$ cat src/rtl/ps2_host_tx.sv
// PS/2 host-to-device transmitter: inhibits the bus, sends a start bit, shifts out
// one command byte with odd parity and a stop bit, then checks the device ack.
module ps2_host_tx #(
  parameter int INHIBIT_CYCLES = 6500,
  parameter int TIMEOUT_CYCLES = 1300000
) (
  input  logic       clk,
  input  logic       rst,
  input  logic [7:0] tx_data,
  input  logic       tx_valid,
  output logic       tx_ready,
  output logic       tx_done,
  output logic       tx_error,
  input  logic       ps2_clk_in,
  input  logic       ps2_data_in,
  output logic       ps2_clk_oe,
  output logic       ps2_data_oe,
  output logic [2:0] dbg_state
);

  // Handshake: a byte is accepted on a rising clk edge where tx_valid && tx_ready;
  // tx_ready is high only in IDLE, and tx_valid at any other time is dropped.

  typedef enum logic [2:0] {
    IDLE      = 3'd0,
    INHIBIT   = 3'd1,
    START     = 3'd2,
    SHIFT     = 3'd3,
    ACK       = 3'd4,
    WAIT_IDLE = 3'd5
  } state_t;

  localparam int IW = $clog2(INHIBIT_CYCLES + 1);
  localparam int TW = $clog2(TIMEOUT_CYCLES + 1);
  localparam logic [IW-1:0] INHIBIT_LAST = IW'(INHIBIT_CYCLES - 1);
  localparam logic [TW-1:0] TIMEOUT_LAST = TW'(TIMEOUT_CYCLES - 1);

  state_t          state;
  logic [7:0]      data_q;
  logic            parity_q;
  logic [3:0]      bit_cnt;
  logic [IW-1:0]   inhibit_cnt;
  logic [TW-1:0]   timeout_cnt;

  logic            clk_meta;
  logic            clk_sync;
  logic            clk_prev;
  logic            data_meta;
  logic            data_sync;

  logic            clk_fall;
  logic            frame_bit;
  logic            timed_state;
  logic            timeout_hit;

  assign dbg_state = state;

  // Lines idle high, so the synchronizers reset to 1 to avoid a false edge.
  always_ff @(posedge clk or posedge rst) begin
    if (rst) begin
      clk_meta  <= 1'b1;
      clk_sync  <= 1'b1;
      clk_prev  <= 1'b1;
      data_meta <= 1'b1;
      data_sync <= 1'b1;
    end else begin
      clk_meta  <= ps2_clk_in;
      clk_sync  <= clk_meta;
      clk_prev  <= clk_sync;
      data_meta <= ps2_data_in;
      data_sync <= data_meta;
    end
  end

  assign clk_fall    = clk_prev & ~clk_sync;
  assign timed_state = (state == SHIFT) || (state == ACK) || (state == WAIT_IDLE);
  assign timeout_hit = timed_state && (timeout_cnt == TIMEOUT_LAST);

  // Bit to present after the falling edge numbered bit_cnt + 1.
  always_comb begin
    frame_bit = 1'b1;
    if (bit_cnt < 4'd8) begin
      frame_bit = data_q[bit_cnt[2:0]];
    end else if (bit_cnt == 4'd8) begin
      frame_bit = parity_q;
    end
  end

  always_ff @(posedge clk or posedge rst) begin
    if (rst) begin
      state       <= IDLE;
      data_q      <= '0;
      parity_q    <= 1'b0;
      bit_cnt     <= '0;
      inhibit_cnt <= '0;
      timeout_cnt <= '0;
      tx_ready    <= 1'b1;
      tx_done     <= 1'b0;
      tx_error    <= 1'b0;
      ps2_clk_oe  <= 1'b0;
      ps2_data_oe <= 1'b0;
    end else begin
      tx_done  <= 1'b0;
      tx_error <= 1'b0;

      // Timeout wins over any edge seen in the same cycle.
      if (timeout_hit) begin
        state       <= IDLE;
        tx_error    <= 1'b1;
        tx_ready    <= 1'b1;
        ps2_clk_oe  <= 1'b0;
        ps2_data_oe <= 1'b0;
      end else begin
        if (timed_state) begin
          timeout_cnt <= timeout_cnt + 1'b1;
        end

        case (state)
          IDLE: begin
            if (tx_valid && tx_ready) begin
              data_q      <= tx_data;
              parity_q    <= ~^tx_data;
              inhibit_cnt <= '0;
              tx_ready    <= 1'b0;
              ps2_clk_oe  <= 1'b1;
              ps2_data_oe <= 1'b0;
              state       <= INHIBIT;
            end
          end

          INHIBIT: begin
            if (inhibit_cnt == INHIBIT_LAST) begin
              ps2_data_oe <= 1'b1;
              state       <= START;
            end else begin
              inhibit_cnt <= inhibit_cnt + 1'b1;
            end
          end

          START: begin
            ps2_clk_oe  <= 1'b0;
            bit_cnt     <= '0;
            timeout_cnt <= '0;
            state       <= SHIFT;
          end

          SHIFT: begin
            if (clk_fall) begin
              ps2_data_oe <= ~frame_bit;
              bit_cnt     <= bit_cnt + 4'd1;
              if (bit_cnt == 4'd9) begin
                state <= ACK;
              end
            end
          end

          ACK: begin
            if (clk_fall) begin
              if (!data_sync) begin
                state <= WAIT_IDLE;
              end else begin
                tx_error <= 1'b1;
                tx_ready <= 1'b1;
                state    <= IDLE;
              end
            end
          end

          WAIT_IDLE: begin
            if (clk_sync && data_sync) begin
              tx_done  <= 1'b1;
              tx_ready <= 1'b1;
              state    <= IDLE;
            end
          end

          default: begin
            ps2_clk_oe  <= 1'b0;
            ps2_data_oe <= 1'b0;
            tx_ready    <= 1'b1;
            state       <= IDLE;
          end
        endcase
      end
    end
  end

endmodule
$ cat config.mk
export PLATFORM = sky130hd
export DESIGN_NAME = ps2_host_tx
export DESIGN_NICKNAME = d
export VERILOG_FILES = /design/src/rtl/ps2_host_tx.sv
export SDC_FILE = /design/constraint.sdc
export NUM_CORES = 1
export LEC_CHECK = 0
export ABC_AREA = 1
export BUFFER_PORTS_ARGS = -buffer_cell sky130_fd_sc_hd__buf_2
export CAP_MARGIN = 20
export CORE_AREA = 2 2 84 86
export CTS_CLUSTER_DIAMETER = 40
export CTS_CLUSTER_SIZE = 14
export DETAILED_ROUTE_END_ITERATION = 8
export DIE_AREA = 0 0 86 88
export HOLD_SLACK_MARGIN = 0.05
export PLACE_DENSITY_LB_ADDON = 0.1
export SYNTH_ARGS = -nofsm -noshare
export SYNTH_HDL_FRONTEND = slang
export SYNTH_SLANG_ARGS = --single-unit
$ cat constraint.sdc
create_clock -name clk -period 3.4 [get_ports clk]
set_input_delay 0.51 -clock clk [delete_from_list [all_inputs] [get_ports clk]]
set_output_delay 0.51 -clock clk [all_outputs]
set_load 0.02 [all_outputs]
==> results.txt <==
By area the synthesized netlist is led by sky130_fd_sc_hd__dfrtp_1 (38%), sky130_fd_sc_hd__nand2_1 (15%), sky130_fd_sc_hd__nand3_1 (6.8%). The footprint of the flip-flops and latches was 1510 um^2. Buffers inserted to repair hold after CTS numbered 0. The run finished with clean final reports.

The count of final max-slew check failures is 0. In this run the count of I/O pins placed on the die edge is 21. Of the cells placed in the final design, the portion with a size suffix greater than 1 is 13.6%.

The first TritonRoute pass finished after 5 iterations. In the global route stage, overall resource usage came out at 24.1%. Data arrives at the worst endpoint at 2.39 ns. Highest net fanout along the worst path: 13. The global-route wire length before repair was 14,300 um. Of all cell types, the one taking the most synthesized area is sky130_fd_sc_hd__dfrtp_1. The tools report the data required time of the worst path as 3.64 ns. The number of buffers added on ports works out to 20. The commonest cells after synthesis are sky130_fd_sc_hd__nand2_1 (144), sky130_fd_sc_hd__dfrtp_1 (54), sky130_fd_sc_hd__nor2_1 (52). The run gives 0 as the number of antenna violations at the first check in global routing.

Counting every net in the synthesized netlist gives 508. The number of synthesized flops with an enable pin is 0, and the post-synthesis cell type count is 31. TritonCTS created 9 clock buffers. For the final database, setup skew stands at 0.00871 ns. For this run, the leading register cell type out of synthesis is sky130_fd_sc_hd__dfrtp_1. In this run the mean area of a mapped cell was 7.34 um^2. For the finished layout, the period the worst path requires is 2.15 ns. Sequential elements use 42.0% of the synthesized area. Overall power consumption after layout is estimated at 2720 uW. Summed over all failing endpoints, the final setup total negative slack is 0 ns.

After detailed routing, the average wire length per cell comes to 13.8 um. Share of the cycle needed by the critical path after routing: 63.3%. In this run the deepest clock path goes through 2 buffers. For the number of cells produced by synthesis, the log shows 490. The logs give 3,269 for the total via count in the routed design and 3,108 for the number of global-route vias before repair. From left edge to right edge, the die measures 86 um. The total number of yosys warnings is 0, and the number of design-rule violations left by the first detailed-router iteration is 222. The clock tree synthesis step divided the H-tree into 3 levels.

After detailed routing, the wire length on met1 is 3860 um. Worst hold-check path type: input port to flop. For the pin with the worst max-slew slack, the measured transition is 0.814 ns. For this configuration, the core starts out at a cell density of 54.1%. The static power due to leakage was 0.00186 uW. The net count of the finished layout is 534. Number of fill cells: 601. The worst pin sits at a relative slew slack of 45.7%. The kind of critical path was flop to flop.

Wire segments on met2 add up to 3870 um in the final route. Global routing finished with a remaining overflow of 0. The quantity of gates resized following cts was 0.

Routability-driven placement finished with a final weighted congestion of 0.910. The tools report the count of unresolved DRC violations after routing as 0. Setup violations remaining at the end of the flow were counted as 0. In the synthesized netlist the async set-or-reset flop fraction comes to 100%. TritonCTS built the clock tree. The tools report the CTS root buffer as sky130_fd_sc_hd__clkbuf_8. The placed wire-length estimate after detailed placement was 6010 um; the total power per unit cell area was 683 nW/um^2.

The run gives 0 as the remaining antenna violation count. STA classifies the critical path startpoint as a flop. The number of post-CTS setup repair buffers is 0, and the area of the mapped netlist is 3590 um^2.

The area growth from synthesis to layout is 10.8%. Entering global routing, the biggest net connects 40 pins. The total number of placement rows was 30. The die covers 7570 um^2. Setup repair after global routing left no endpoint under its margin. The repair_antennas step left the layout with diodes totalling 0. Max-cap violations in this run came to 0. Based on the critical path, the design can be clocked at up to 465 MHz. The post-synthesis register bit count was 60; the latest clock arrival within the worst-skew pair was 0.34 ns. The top cell type by area accounts for 37.6% of the synthesized area.

The average vias per placed instance came out at 5.44. IR analysis of the VDD net gives a maximum drop of 0.625 mV. The kind of end point of the critical path is a flop.

Wires add up to 8290 um. The floorplan step set the die height to 88 um. Routed signal wires occupy layers up through met4. After clock tree synthesis, the clock-pin slew on the worst setup and hold paths is 0.07 ns. In the detailed route, the total length drawn on met3 is 425 um.

Among all cell types in the netlist, the one instantiated most often is sky130_fd_sc_hd__nand2_1. The multi-input combinational cells in the finished layout cover a total of 1820 um^2. For the clock sink count, the log shows 60.

The hold violation total from the final report was 0. The core region is 6640 um^2.
## worst max-delay path, cell delays in order, from the launching register on
cell                      delay (ns)
sky130_fd_sc_hd__dfrtp_1        0.43
sky130_fd_sc_hd__ha_1           0.30
sky130_fd_sc_hd__nand3_2        0.18
sky130_fd_sc_hd__nor2_1         0.17
sky130_fd_sc_hd__nand3_2        0.15
sky130_fd_sc_hd__nand2_2        0.27
sky130_fd_sc_hd__inv_4          0.15
sky130_fd_sc_hd__nor2_8         0.15
sky130_fd_sc_hd__inv_2          0.12
sky130_fd_sc_hd__nand2_1        0.08
sky130_fd_sc_hd__nand2_1        0.04
## logic make-up after synthesis
logic type | share of synthesized area (%)
buffers and inverters | 7.38
AO/OA/AOI/OAI | 6.09
adder cells (fa/ha/maj) | 1.74
AND/OR/NAND/NOR | 37.5
XOR/XNOR | 5.36
flip-flops | 42.0
## flip-flops by register name (all words and copies together) (netlist names), 3 cells and up
| signal | cells |
|---|---|
| inhibit_cnt | 13 |
| dbg_state | 3 |
| data_q | 8 |
| bit_cnt | 4 |
| timeout_cnt | 21 |
## final timing paths
kind                                             from                           to  cells past startpoint  slack, ns
min reg2reg                        clk_meta$_DFF_PP1_           clk_sync$_DFF_PP1_                      0       0.36
min                                       ps2_data_in          data_meta$_DFF_PP1_                      1       0.26
max in group asynchronous                         rst          data_meta$_DFF_PP1_                      3       2.23
max                        timeout_cnt[0]$_DFFE_PP0P_  timeout_cnt[11]$_DFFE_PP0P_                     10       1.25
min in group asynchronous                         rst  timeout_cnt[16]$_DFFE_PP0P_                      2       0.32
max reg2reg                timeout_cnt[0]$_DFFE_PP0P_  timeout_cnt[11]$_DFFE_PP0P_                     10       1.25
## cells in the final DEF, fill, tap and decap left out, types with 3 or more instances in the layout
cell type | synthesis | layout
sky130_fd_sc_hd__inv_2 | 8 | 9
sky130_fd_sc_hd__or2_2 | 3 | 3
sky130_fd_sc_hd__buf_2 | 3 | 20
sky130_fd_sc_hd__clkbuf_8 | 0 | 10
sky130_fd_sc_hd__nor2_1 | 52 | 52
sky130_fd_sc_hd__o31ai_1 | 5 | 5
sky130_fd_sc_hd__nand4_1 | 18 | 18
sky130_fd_sc_hd__dfstp_2 | 6 | 6
sky130_fd_sc_hd__nand2_1 | 144 | 144
sky130_fd_sc_hd__inv_1 | 47 | 46
sky130_fd_sc_hd__o21ai_0 | 15 | 15
sky130_fd_sc_hd__ha_1 | 5 | 5
sky130_fd_sc_hd__o21ai_1 | 13 | 13
sky130_fd_sc_hd__nor3_1 | 16 | 16
sky130_fd_sc_hd__dfrtp_1 | 54 | 54
sky130_fd_sc_hd__nand3_1 | 49 | 49
sky130_fd_sc_hd__o22ai_1 | 3 | 3
sky130_fd_sc_hd__a21oi_1 | 3 | 3
sky130_fd_sc_hd__xor2_1 | 14 | 14
sky130_fd_sc_hd__nand2_2 | 7 | 7
sky130_fd_sc_hd__xnor2_1 | 8 | 8
## layer usage
layer / track usage (%) / up-vias
met5: 0 / -
met4: 9.67 / 0
met3: 5.94 / 15
met2: 38.0 / 91
met1: 32.0 / 1528
li1: - / 1635
## per-stage QoR
| stage | setup WS, ns | hold slack (ns) | instances | instance area, um^2 | util (%) |
|---|---|---|---|---|---|
| 3_3_place_gp | 1.36 | 0.346 | 585 | 3760 | 56.6 |
| 3_5_place_dp | 1.29 | 0.347 | 585 | 3760 | 56.6 |
| 5_1_grt | 1.01 | 0.242 | 601 | 3980 | 60.0 |
| 2_1_floorplan | 1.42 | 0.345 | 490 | 3590 | - |
| 4_1_cts | 1.27 | 0.248 | 601 | 3980 | 60.0 |
| 6_report | 1.25 | 0.261 | 601 | 3980 | 60.0 |
## cell type report
type	count	share of cell area, %
inverter	56	5.34
tap	80	2.51
timing repair buffer	22	2.89
multi-input combinational	367	45.7
clock buffer	11	3.55
sequential	60	37.9
clock inverter	5	2.14
## report_power, final
part	switching [uW]	internal [uW]	leakage (uW)
Sequential	119	846	0.000791
Combinational	719	293	0.000961
Clock	307	435	0.000110
(Power assumes the default switching activity.)
